`config.mk`:
```
export PLATFORM = sky130hd
export DESIGN_NAME = hdlc_tx_sequencer
export DESIGN_NICKNAME = d
export VERILOG_FILES = /design/src/rtl/hdlc_tx_sequencer.sv
export SDC_FILE = /design/constraint.sdc
export NUM_CORES = 1
export LEC_CHECK = 0
export CELL_PAD_IN_SITES_DETAIL_PLACEMENT = 0
export CELL_PAD_IN_SITES_GLOBAL_PLACEMENT = 2
export CORE_MARGIN = 1.5
export CORE_UTILIZATION = 39
export CTS_BUF_LIST = sky130_fd_sc_hd__clkbuf_2
export DETAILED_ROUTE_END_ITERATION = 7
export MAX_ROUTING_LAYER = met4
export PLACE_DENSITY_LB_ADDON = 0.1
export SYNTH_ARGS = -nofsm -noshare
export SYNTH_HDL_FRONTEND = slang
export SYNTH_SLANG_ARGS = --single-unit
```
`constraint.sdc`:
```
create_clock -name Clk_i -period 3.6 [get_ports Clk_i]
set_clock_uncertainty 0.05 [all_clocks]
set_input_delay 0.9 -clock Clk_i [delete_from_list [all_inputs] [get_ports Clk_i]]
set_output_delay 0.9 -clock Clk_i [all_outputs]
set_load 0.05 [all_outputs]
```
`src/rtl/hdlc_tx_sequencer.sv`:
```
// hdlc_tx_sequencer: serial side of the HDLC transmitter (flags, zero-stuffed payload, abort, idle).
// Build option HDLC_TX_FCS_EN appends a CRC-16 FCS field between payload and end flag.
module hdlc_tx_sequencer #(
    parameter int MAX_FRAME_BYTES = 126,
    parameter int FLAG_GAP        = 0
) (
    input  logic       Clk_i,
    input  logic       Rst_i,
    input  logic       Tx_Enable_i,
    input  logic [7:0] Tx_FrameSize_i,
    input  logic       Tx_AbortFrame_i,
    input  logic [7:0] Tx_DataOutBuff_i,
    output logic       Tx_RdBuff_o,
    output logic       Tx_o,
    output logic       Tx_ValidFrame_o,
    output logic       Tx_Done_o,
    output logic       Tx_AbortedTrans_o
);

    // state   | meaning
    // S_IDLE  | line idle (1s), waiting for Tx_Enable
    // S_START | shifting opening flag 0x7E
    // S_DATA  | shifting payload bytes with zero insertion
    // S_FCS   | shifting CRC-16, low byte first (HDLC_TX_FCS_EN only)
    // S_END   | shifting closing flag 0x7E
    // S_ABORT | shifting abort pattern 0 then seven 1s
    // S_GAP   | enforced idle 1s before the next frame
    typedef enum logic [2:0] {
        S_IDLE,
        S_START,
        S_DATA,
        S_FCS,
        S_END,
        S_ABORT,
        S_GAP
    } state_t;

    localparam logic [7:0] FLAG    = 8'h7E;
    localparam logic [7:0] MAX_LEN = 8'(MAX_FRAME_BYTES);

    state_t      state_q, state_d;
    logic        tx_q, tx_d;
    logic [3:0]  bit_cnt_q, bit_cnt_d;
    logic [2:0]  ones_q, ones_d;
    logic [7:0]  sh_q, sh_d;
    logic [7:0]  hold_q, hold_d;
    logic        hold_vld_q, hold_vld_d;
    logic        rd_q, rd_d;
    logic        pend_q, pend_d;
    logic [7:0]  rem_q, rem_d;
    logic        done_q, done_d;
    logic        abrt_q, abrt_d;
    logic [15:0] gap_q, gap_d;

    logic [2:0]  nxt3;
    logic        dbit;
    logic        emit;
    logic        go_abort;

`ifdef HDLC_TX_FCS_EN
    logic [15:0] crc_q, crc_d;

    function automatic logic [15:0] crc_next(input logic [15:0] c, input logic b);
        return (c >> 1) ^ (((c[0] ^ b) == 1'b1) ? 16'h8408 : 16'h0000);
    endfunction
`endif

    always_comb begin
        state_d    = state_q;
        tx_d       = tx_q;
        bit_cnt_d  = bit_cnt_q;
        ones_d     = ones_q;
        sh_d       = sh_q;
        hold_d     = hold_q;
        hold_vld_d = hold_vld_q;
        rd_d       = 1'b0;
        pend_d     = rd_q;
        rem_d      = rem_q;
        done_d     = done_q;
        abrt_d     = abrt_q;
        gap_d      = gap_q;
`ifdef HDLC_TX_FCS_EN
        crc_d      = crc_q;
`endif
        nxt3       = bit_cnt_q[2:0] + 3'd1;
        dbit       = 1'b0;
        emit       = 1'b0;
        go_abort   = Tx_AbortFrame_i &&
                     (state_q == S_START || state_q == S_DATA || state_q == S_FCS);

        if (pend_q) begin
            hold_d     = Tx_DataOutBuff_i;
            hold_vld_d = 1'b1;
        end
        if (rd_q && rem_q == 8'd0) begin
            done_d = 1'b1;
        end

        if (go_abort) begin
            state_d    = S_ABORT;
            tx_d       = 1'b0;
            bit_cnt_d  = 4'd0;
            ones_d     = 3'd0;
            done_d     = 1'b1;
            abrt_d     = 1'b1;
            rem_d      = 8'd0;
            hold_vld_d = 1'b0;
        end else begin
            case (state_q)
                S_IDLE: begin
                    tx_d = 1'b1;
                    if (Tx_Enable_i && Tx_FrameSize_i != 8'd0) begin
                        state_d    = S_START;
                        tx_d       = FLAG[0];
                        bit_cnt_d  = 4'd0;
                        ones_d     = 3'd0;
                        done_d     = 1'b0;
                        abrt_d     = 1'b0;
                        hold_vld_d = 1'b0;
                        rem_d      = (Tx_FrameSize_i > MAX_LEN) ? MAX_LEN : Tx_FrameSize_i;
`ifdef HDLC_TX_FCS_EN
                        crc_d      = 16'h0000;
`endif
                    end
                end
                S_START: begin
                    if (bit_cnt_q != 4'd7) begin
                        tx_d      = FLAG[nxt3];
                        bit_cnt_d = {1'b0, nxt3};
                    end else begin
                        state_d    = S_DATA;
                        sh_d       = hold_q;
                        hold_vld_d = 1'b0;
                        bit_cnt_d  = 4'd0;
                        dbit       = hold_q[0];
                        emit       = 1'b1;
                    end
                end
                S_DATA: begin
                    // stuffed zero keeps bit_cnt, so the next data bit is still bit_cnt+1
                    if (ones_q == 3'd5) begin
                        tx_d   = 1'b0;
                        ones_d = 3'd0;
                    end else if (bit_cnt_q != 4'd7) begin
                        dbit      = sh_q[nxt3];
                        emit      = 1'b1;
                        bit_cnt_d = {1'b0, nxt3};
                    end else if (hold_vld_q) begin
                        sh_d       = hold_q;
                        hold_vld_d = 1'b0;
                        bit_cnt_d  = 4'd0;
                        dbit       = hold_q[0];
                        emit       = 1'b1;
                    end else begin
`ifdef HDLC_TX_FCS_EN
                        state_d   = S_FCS;
                        bit_cnt_d = 4'd0;
                        tx_d      = crc_q[0];
                        ones_d    = crc_q[0] ? 3'(ones_q + 3'd1) : 3'd0;
                        crc_d     = crc_q >> 1;
`else
                        state_d   = S_END;
                        bit_cnt_d = 4'd0;
                        tx_d      = FLAG[0];
                        ones_d    = 3'd0;
`endif
                    end
                end
`ifdef HDLC_TX_FCS_EN
                S_FCS: begin
                    if (ones_q == 3'd5) begin
                        tx_d   = 1'b0;
                        ones_d = 3'd0;
                    end else if (bit_cnt_q != 4'd15) begin
                        tx_d      = crc_q[0];
                        ones_d    = crc_q[0] ? 3'(ones_q + 3'd1) : 3'd0;
                        crc_d     = crc_q >> 1;
                        bit_cnt_d = 4'(bit_cnt_q + 4'd1);
                    end else begin
                        state_d   = S_END;
                        bit_cnt_d = 4'd0;
                        tx_d      = FLAG[0];
                        ones_d    = 3'd0;
                    end
                end
`endif
                S_END, S_ABORT: begin
                    if (bit_cnt_q != 4'd7) begin
                        tx_d      = (state_q == S_END) ? FLAG[nxt3] : 1'b1;
                        bit_cnt_d = {1'b0, nxt3};
                    end else begin
                        tx_d      = 1'b1;
                        bit_cnt_d = 4'd0;
                        if (FLAG_GAP == 0) begin
                            state_d = S_IDLE;
                        end else begin
                            state_d = S_GAP;
                            gap_d   = 16'(FLAG_GAP - 1);
                        end
                    end
                end
                S_GAP: begin
                    tx_d = 1'b1;
                    if (gap_q == 16'd0) begin
                        state_d = S_IDLE;
                    end else begin
                        gap_d = gap_q - 16'd1;
                    end
                end
                default: begin
                    state_d = S_IDLE;
                    tx_d    = 1'b1;
                end
            endcase
        end

        if (emit) begin
            tx_d   = dbit;
            ones_d = dbit ? 3'(ones_q + 3'd1) : 3'd0;
`ifdef HDLC_TX_FCS_EN
            crc_d  = crc_next(crc_q, dbit);
`endif
        end

        // one outstanding fetch at a time; remaining counts strobes still to issue
        if ((state_q == S_START || state_q == S_DATA) && !go_abort && !hold_vld_q &&
            !rd_q && !pend_q && rem_q != 8'd0) begin
            rd_d  = 1'b1;
            rem_d = rem_q - 8'd1;
        end
    end

    always_ff @(posedge Clk_i or negedge Rst_i) begin
        if (!Rst_i) begin
            state_q    <= S_IDLE;
            tx_q       <= 1'b1;
            bit_cnt_q  <= 4'd0;
            ones_q     <= 3'd0;
            sh_q       <= 8'd0;
            hold_q     <= 8'd0;
            hold_vld_q <= 1'b0;
            rd_q       <= 1'b0;
            pend_q     <= 1'b0;
            rem_q      <= 8'd0;
            done_q     <= 1'b1;
            abrt_q     <= 1'b0;
            gap_q      <= 16'd0;
`ifdef HDLC_TX_FCS_EN
            crc_q      <= 16'h0000;
`endif
        end else begin
            state_q    <= state_d;
            tx_q       <= tx_d;
            bit_cnt_q  <= bit_cnt_d;
            ones_q     <= ones_d;
            sh_q       <= sh_d;
            hold_q     <= hold_d;
            hold_vld_q <= hold_vld_d;
            rd_q       <= rd_d;
            pend_q     <= pend_d;
            rem_q      <= rem_d;
            done_q     <= done_d;
            abrt_q     <= abrt_d;
            gap_q      <= gap_d;
`ifdef HDLC_TX_FCS_EN
            crc_q      <= crc_d;
`endif
        end
    end

    assign Tx_o              = tx_q;
    assign Tx_RdBuff_o       = rd_q;
    assign Tx_Done_o         = done_q;
    assign Tx_AbortedTrans_o = abrt_q;
    assign Tx_ValidFrame_o   = (state_q == S_START) || (state_q == S_DATA) ||
                               (state_q == S_FCS)   || (state_q == S_END);

endmodule

```
## Word-level counts from Yosys, hierarchy flattened

Memory sizes are Yosys's and may differ from the RTL's.
Cells that the tools add are included.

- Add/sub/neg operators: 4
- Magnitude comparators: 2
- Eq/ne operators: 23
- Multiplexer cells: 73
- Bitwise operators: 2
- Reduce and logical (&&, ||, !) cells: 37

Operators by type and width:

| kind | count |
|---|---|
| $mux W8 | 9 |
| $mux W3 | 16 |
| $mux W1 | 36 |
| $ne A3 B3 Y1 const B | 7 |
| $logic_not A16 Y1 | 1 |
| $pmux W8 S2 | 1 |
| $reduce_bool A8 Y1 | 2 |
| $sub A16 B1 Y16 const B | 1 |
| $pmux W3 S5 | 1 |
| $eq A3 B3 Y1 const B | 4 |
| $mux W4 | 3 |
| $pmux W4 S3 | 1 |
| $ne A5 B5 Y1 const B | 2 |
| $reduce_and A3 Y1 | 3 |
| $gt A8 B7 Y1 const B | 1 |
| $logic_and A1 B1 Y1 | 8 |
| $logic_not A8 Y1 | 1 |
| $ne A2 B2 Y1 const B | 4 |
| $ne A4 B4 Y1 const B | 2 |
| $reduce_bool A4 Y1 | 2 |
| $sub A8 B1 Y8 const B | 1 |
| $reduce_and A7 Y1 | 1 |
| $add A3 B1 Y3 const B | 2 |
| $eq A3 B2 Y1 const B | 2 |
| 19 further kinds | 30 |

- Bits in registers: 56
- Memory bits (read-only): 8
- Input bits: 20
- Output and inout port bits: 5
- Word-level logic and storage cells: 155
- Memories kept: 1

Memories:

| name | words | bits a word | read ports | clocked after Yosys merged registers in | write ports | line | RTL |
|---|---|---|---|---|---|---|---|
| (no name shown) | 8 | 1 | 1 | 0 | 0 | 189 | `tx_d = (state_q == S_END) ? FLAG[nxt3] : 1'b1;` |

## Longest topological paths before layout

- Depth in word-level cells: 12
- Mapped depth: 8
- Mapped depth without buffers: 8

## Least setup slack after synthesis

Ideal clock, no wire load.

- Kind: register to register
- Start point: register bit_cnt_q[0]
- End point: register ones_q[2]
- Library setup time: 0.118 ns
- Arrival: 2.443 ns
- Required time: 3.432 ns
- Slack: 0.989 ns
- Stages on the path, launching flop included: 9
- Buffers on the path: 1
- Period minus slack after synthesis: 2.611 ns
- Path through: dfrtp_1 ha_1 ha_1 clkbuf_1 mux2_2 mux4_2 o211ai_1 o21bai_1 a21o_1

- Cells in the longest elaborated chain, start to end: 9
- Elaborated cells between the ends (all ways): 21
- Classes of those cells: add/sub: 1; eq/ne: 4; mux: 14; reduce/logical: 2

RTL lines:

| what | line | RTL |
|---|---|---|
| start: declaration | 43 | `logic [3:0] bit_cnt_q, bit_cnt_d;` |
| start signal: assignment | 254 | `bit_cnt_q <= bit_cnt_d;` |
| $add A3 B1 Y3 | 85 | `nxt3 = bit_cnt_q[2:0] + 3'd1;` |
| $bmux W1 S3 | 145 | `dbit = sh_q[nxt3];` |
| $mux W1 (implied by the code) | 145 |  |
| $mux W1 | 144 | `end else if (bit_cnt_q != 4'd7) begin` |
| $mux W1 | 141 | `if (ones_q == 3'd5) begin` |
| $pmux W1 S2 | 109 | `case (state_q)` |
| $mux W1 | 99 | `if (go_abort) begin` |
| $mux W3 | 219 | `ones_d = dbit ? 3'(ones_q + 3'd1) : 3'd0;` |
| $mux W3 | 217 | `if (emit) begin` |
| end signal: assignment | 255 | `ones_q <= ones_d;` |
| end: declaration | 44 | `logic [2:0] ones_q, ones_d;` |

Parallel ways exist; a longest one is shown, timed or not. The select of a mux whose other input is x is not followed.
A chain may end at the register's enable or synchronous reset.

## Worst setup path after layout

- Start point: register state_q[0]
- End point: output Tx_ValidFrame_o

- Cells in the longest elaborated chain, start to end: 4
- Elaborated cells between the ends (all ways): 7
- Classes of those cells: eq/ne: 4; reduce/logical: 3

RTL lines:

| what | line | RTL |
|---|---|---|
| start: declaration | 41 | `state_t state_q, state_d;` |
| start signal: assignment | 252 | `state_q <= state_d;` |
| $eq A3 B1 Y1 / $eq A3 B2 Y1 (equally long branches) | 275 | `assign Tx_ValidFrame_o = (state_q == S_START) \|\| (state_q == S_DATA) \|\|` |
| $logic_or A1 B1 Y1 (2 in a row) | 275 |  |
| $logic_or A1 B1 Y1 * | 276 | `(state_q == S_FCS) \|\| (state_q == S_END);` |
| end: declaration | 15 | `output logic Tx_ValidFrame_o,` |

Mark *: on every way between the ends. The rest lies on a longest branch, timed or not.

==> impl_metrics.ini <==
[status]
outcome = finished clean

[power]
cellPowerDensity_mw_per_mm2 = 664
max-vdd-ir-drop_v = 0.000306
leakage_nw = 1.55

[worst_setup_path]
arrival_ns = 2.25
r2r_slack_ns = 0.81
startpoint_type = flip-flop
cp.required_ns = 2.65
critPathKind = flip-flop to output port
end_kind = output port
cp_max_fo = 15

[die]
die_w_um = 91.2
dieHeight_um = 91.2
initial_core_util_pct = 41.1
placementRows = 31
die_area_sq_mm = 0.00831
ios = 25
core-area_sq_mm = 0.00737

[placement]
io_buffers = 24
routabilityCongestion = 0.773
dp_hpwl_mm = 4.67
place_inst = 404

[layout]
multi_input_area_sq_mm = 0.00156
num-fill-cells = 717
final_common_cell = dfrtp_1
final_cell_mix = 53 x dfrtp_1, 23 x clkdlybuf4s50_1, 22 x mux2_2
fin_cells = 411
ff_latch_area_sq_mm = 0.00138
antenna_cells = 0
drive_above_1_share_pct = 16.3
area_growth_pct = 12.4
layout.nets = 341

[drt]
avgRoutedWirePerCell_um = 15.3
top_layer = met4
drtIter0Drc = 78
ant_nets = 0
drt_wl_total_mm = 6.30
wl_met3_um = 112
num_vias = 2234
met1_length_mm = 3.15
wl_met2_mm = 2.98
drc = 0
firstDrtPassIters = 4
viasPerCell = 5.44

[sta]
rsz0062_at_grt = no
fmaxAchievable_ghz = 0.313
max_slew_margin_pct = 55.8
fin_crit_sh_pct = 88.9
worst_slew_pin_slew_ns = 0.663
setup_viol = 0
setup_tns_ns = 0
post-route-min-period_ns = 3.20
hold_viol = 0
drv_slew = 0

[global_route]
grtUsageTotal_pct = 16.8
antenna_found_initial = 0
grt.overflow.total = 0
grt_pass1_vias = 2183
grt_max_degree = 29
grt_pass1_wl_mm = 10.9

[min_path]
hold_path_class = input pin to asynchronous set/reset pin

[cts]
clkLatencyLatePin_ns = 0.45
cts_inserted_buffers = 5
htree_levels = 2
cts_sinks = 55
clockBufferDepth = 2
cts-resized-gates = 0
path_clk_slew_ns = 0.28
cts_tree = built
postCtsSetupBuffers = 0
postCtsHoldBufs = 0
cts-root-buf = clkbuf_2

[job]
drv_cap = 0

[synth]
async_flop_share_pct = 100
yosys_warnings = 0
synth_cells = 287
synthTopCellsByArea = dfrtp_1 44%, mux2_2 8.2%, ha_1 3.7%
synth.cell_area_sq_mm = 0.00303
synth_top_cell_by_area = dfrtp_1
synth_ff_type = dfrtp_1
synth_seq_area_share_pct = 45.5
synth_fp_nets = 316
syn_area_per_cell_sq_um = 10.6
synth_top_cell_area_share_pct = 43.7
ys_seq_elements = 55
yosysUniqueCellTypes = 62
synth-edff-count = 0
-- sequential cells by signal, summed over array words and instances, names as in the netlist --
name	flops
Tx_Done_o	1
pend_q	1
Tx_RdBuff_o	1
ones_q	3
rem_q	8
Tx_AbortedTrans_o	1
bit_cnt_q	3
sh_q	8
gap_q	16
Tx_o	1
hold_q	8
hold_vld_q	1
state_q	3
-- critical path: stages (launching register included) --
cell and delay (ns):
dfrtp_1 0.61, nor2_1 0.25, xnor2_1 0.14, clkdlybuf4s50_1 0.81
-- path summary, 6_finish.rpt --
kind                              start         endpoint  depth (start not counted)
min                               Rst_i         gap_q[8]                          1
max                          state_q[0]  Tx_ValidFrame_o                          3
max reg2reg                bit_cnt_q[0]        ones_q[2]                          7
min in group Clk_i            gap_q[15]        gap_q[15]                          1
max in group asynchronous         Rst_i             Tx_o                          2
min reg2reg                   gap_q[15]        gap_q[15]                          1
-- layout make-up --
class | instances | share of cell area, %
Clock buffer | 5 | 0.734
Timing Repair Buffer | 28 | 7.79
Sequential cell | 55 | 40.5
Tap cell | 99 | 3.64
Clock inverter | 2 | 0.514
Inverter | 11 | 1.21
Multi-Input combinational cell | 211 | 45.6
-- power breakdown --
part	leakage, nW	internal, mW	switching [mW]
registers	0.723	0.779	0.163
logic	0.801	0.467	0.601
clock network	0.0294	0.0488	0.201
-- metal layers --
metal / vias up / global-route usage, %
met3: 5 / 3.02
met5: - / -
met2: 22 / 25.7
met4: 0 / 3.91
met1: 1104 / 23.3
li1: 1103 / -
-- cells by family (layout without fill, tap and decap cells) --
kind of cell / Yosys count / count (layout) / synth area share, %
AO/OA/AOI/OAI: 65 / 65 / 16.6
flip-flops: 55 / 55 / 45.5
multiplexers: 24 / 24 / 9.24
AND/OR/NAND/NOR: 102 / 102 / 18.5
XOR/XNOR: 11 / 11 / 3.18
buffers and inverters: 21 / 46 / 3.22
adder cells (fa/ha/maj): 9 / 9 / 3.71
-- metrics by stage --
step                      util [%]  setup WS, ns  hold WS, ns  total power, mW  cell area, sq um
final                         46.2         0.401        0.371             2.26              3410
after global routing          46.2         0.289        0.339             2.44              3410
after CTS                     46.2         0.370        0.372             2.28              3410
after detailed placement      45.7         0.512        0.399             2.03              3360
after global placement        45.7         0.546        0.398             2.03              3360
after floorplan                  -         0.989        0.383             1.74              3030
-- synthesized netlist by cell type (all sizes together), types with 7 or more instances --
| cell | n |
|---|---|
| nor2 | 18 |
| or4 | 7 |
| o21ai | 16 |
| xnor2 | 7 |
| mux2 | 22 |
| nand2 | 21 |
| nand2b | 7 |
| ha | 9 |
| a21o | 9 |
| nor3 | 10 |
| dfrtp | 53 |
| inv | 11 |
Power figures use the tool's default switching activity.
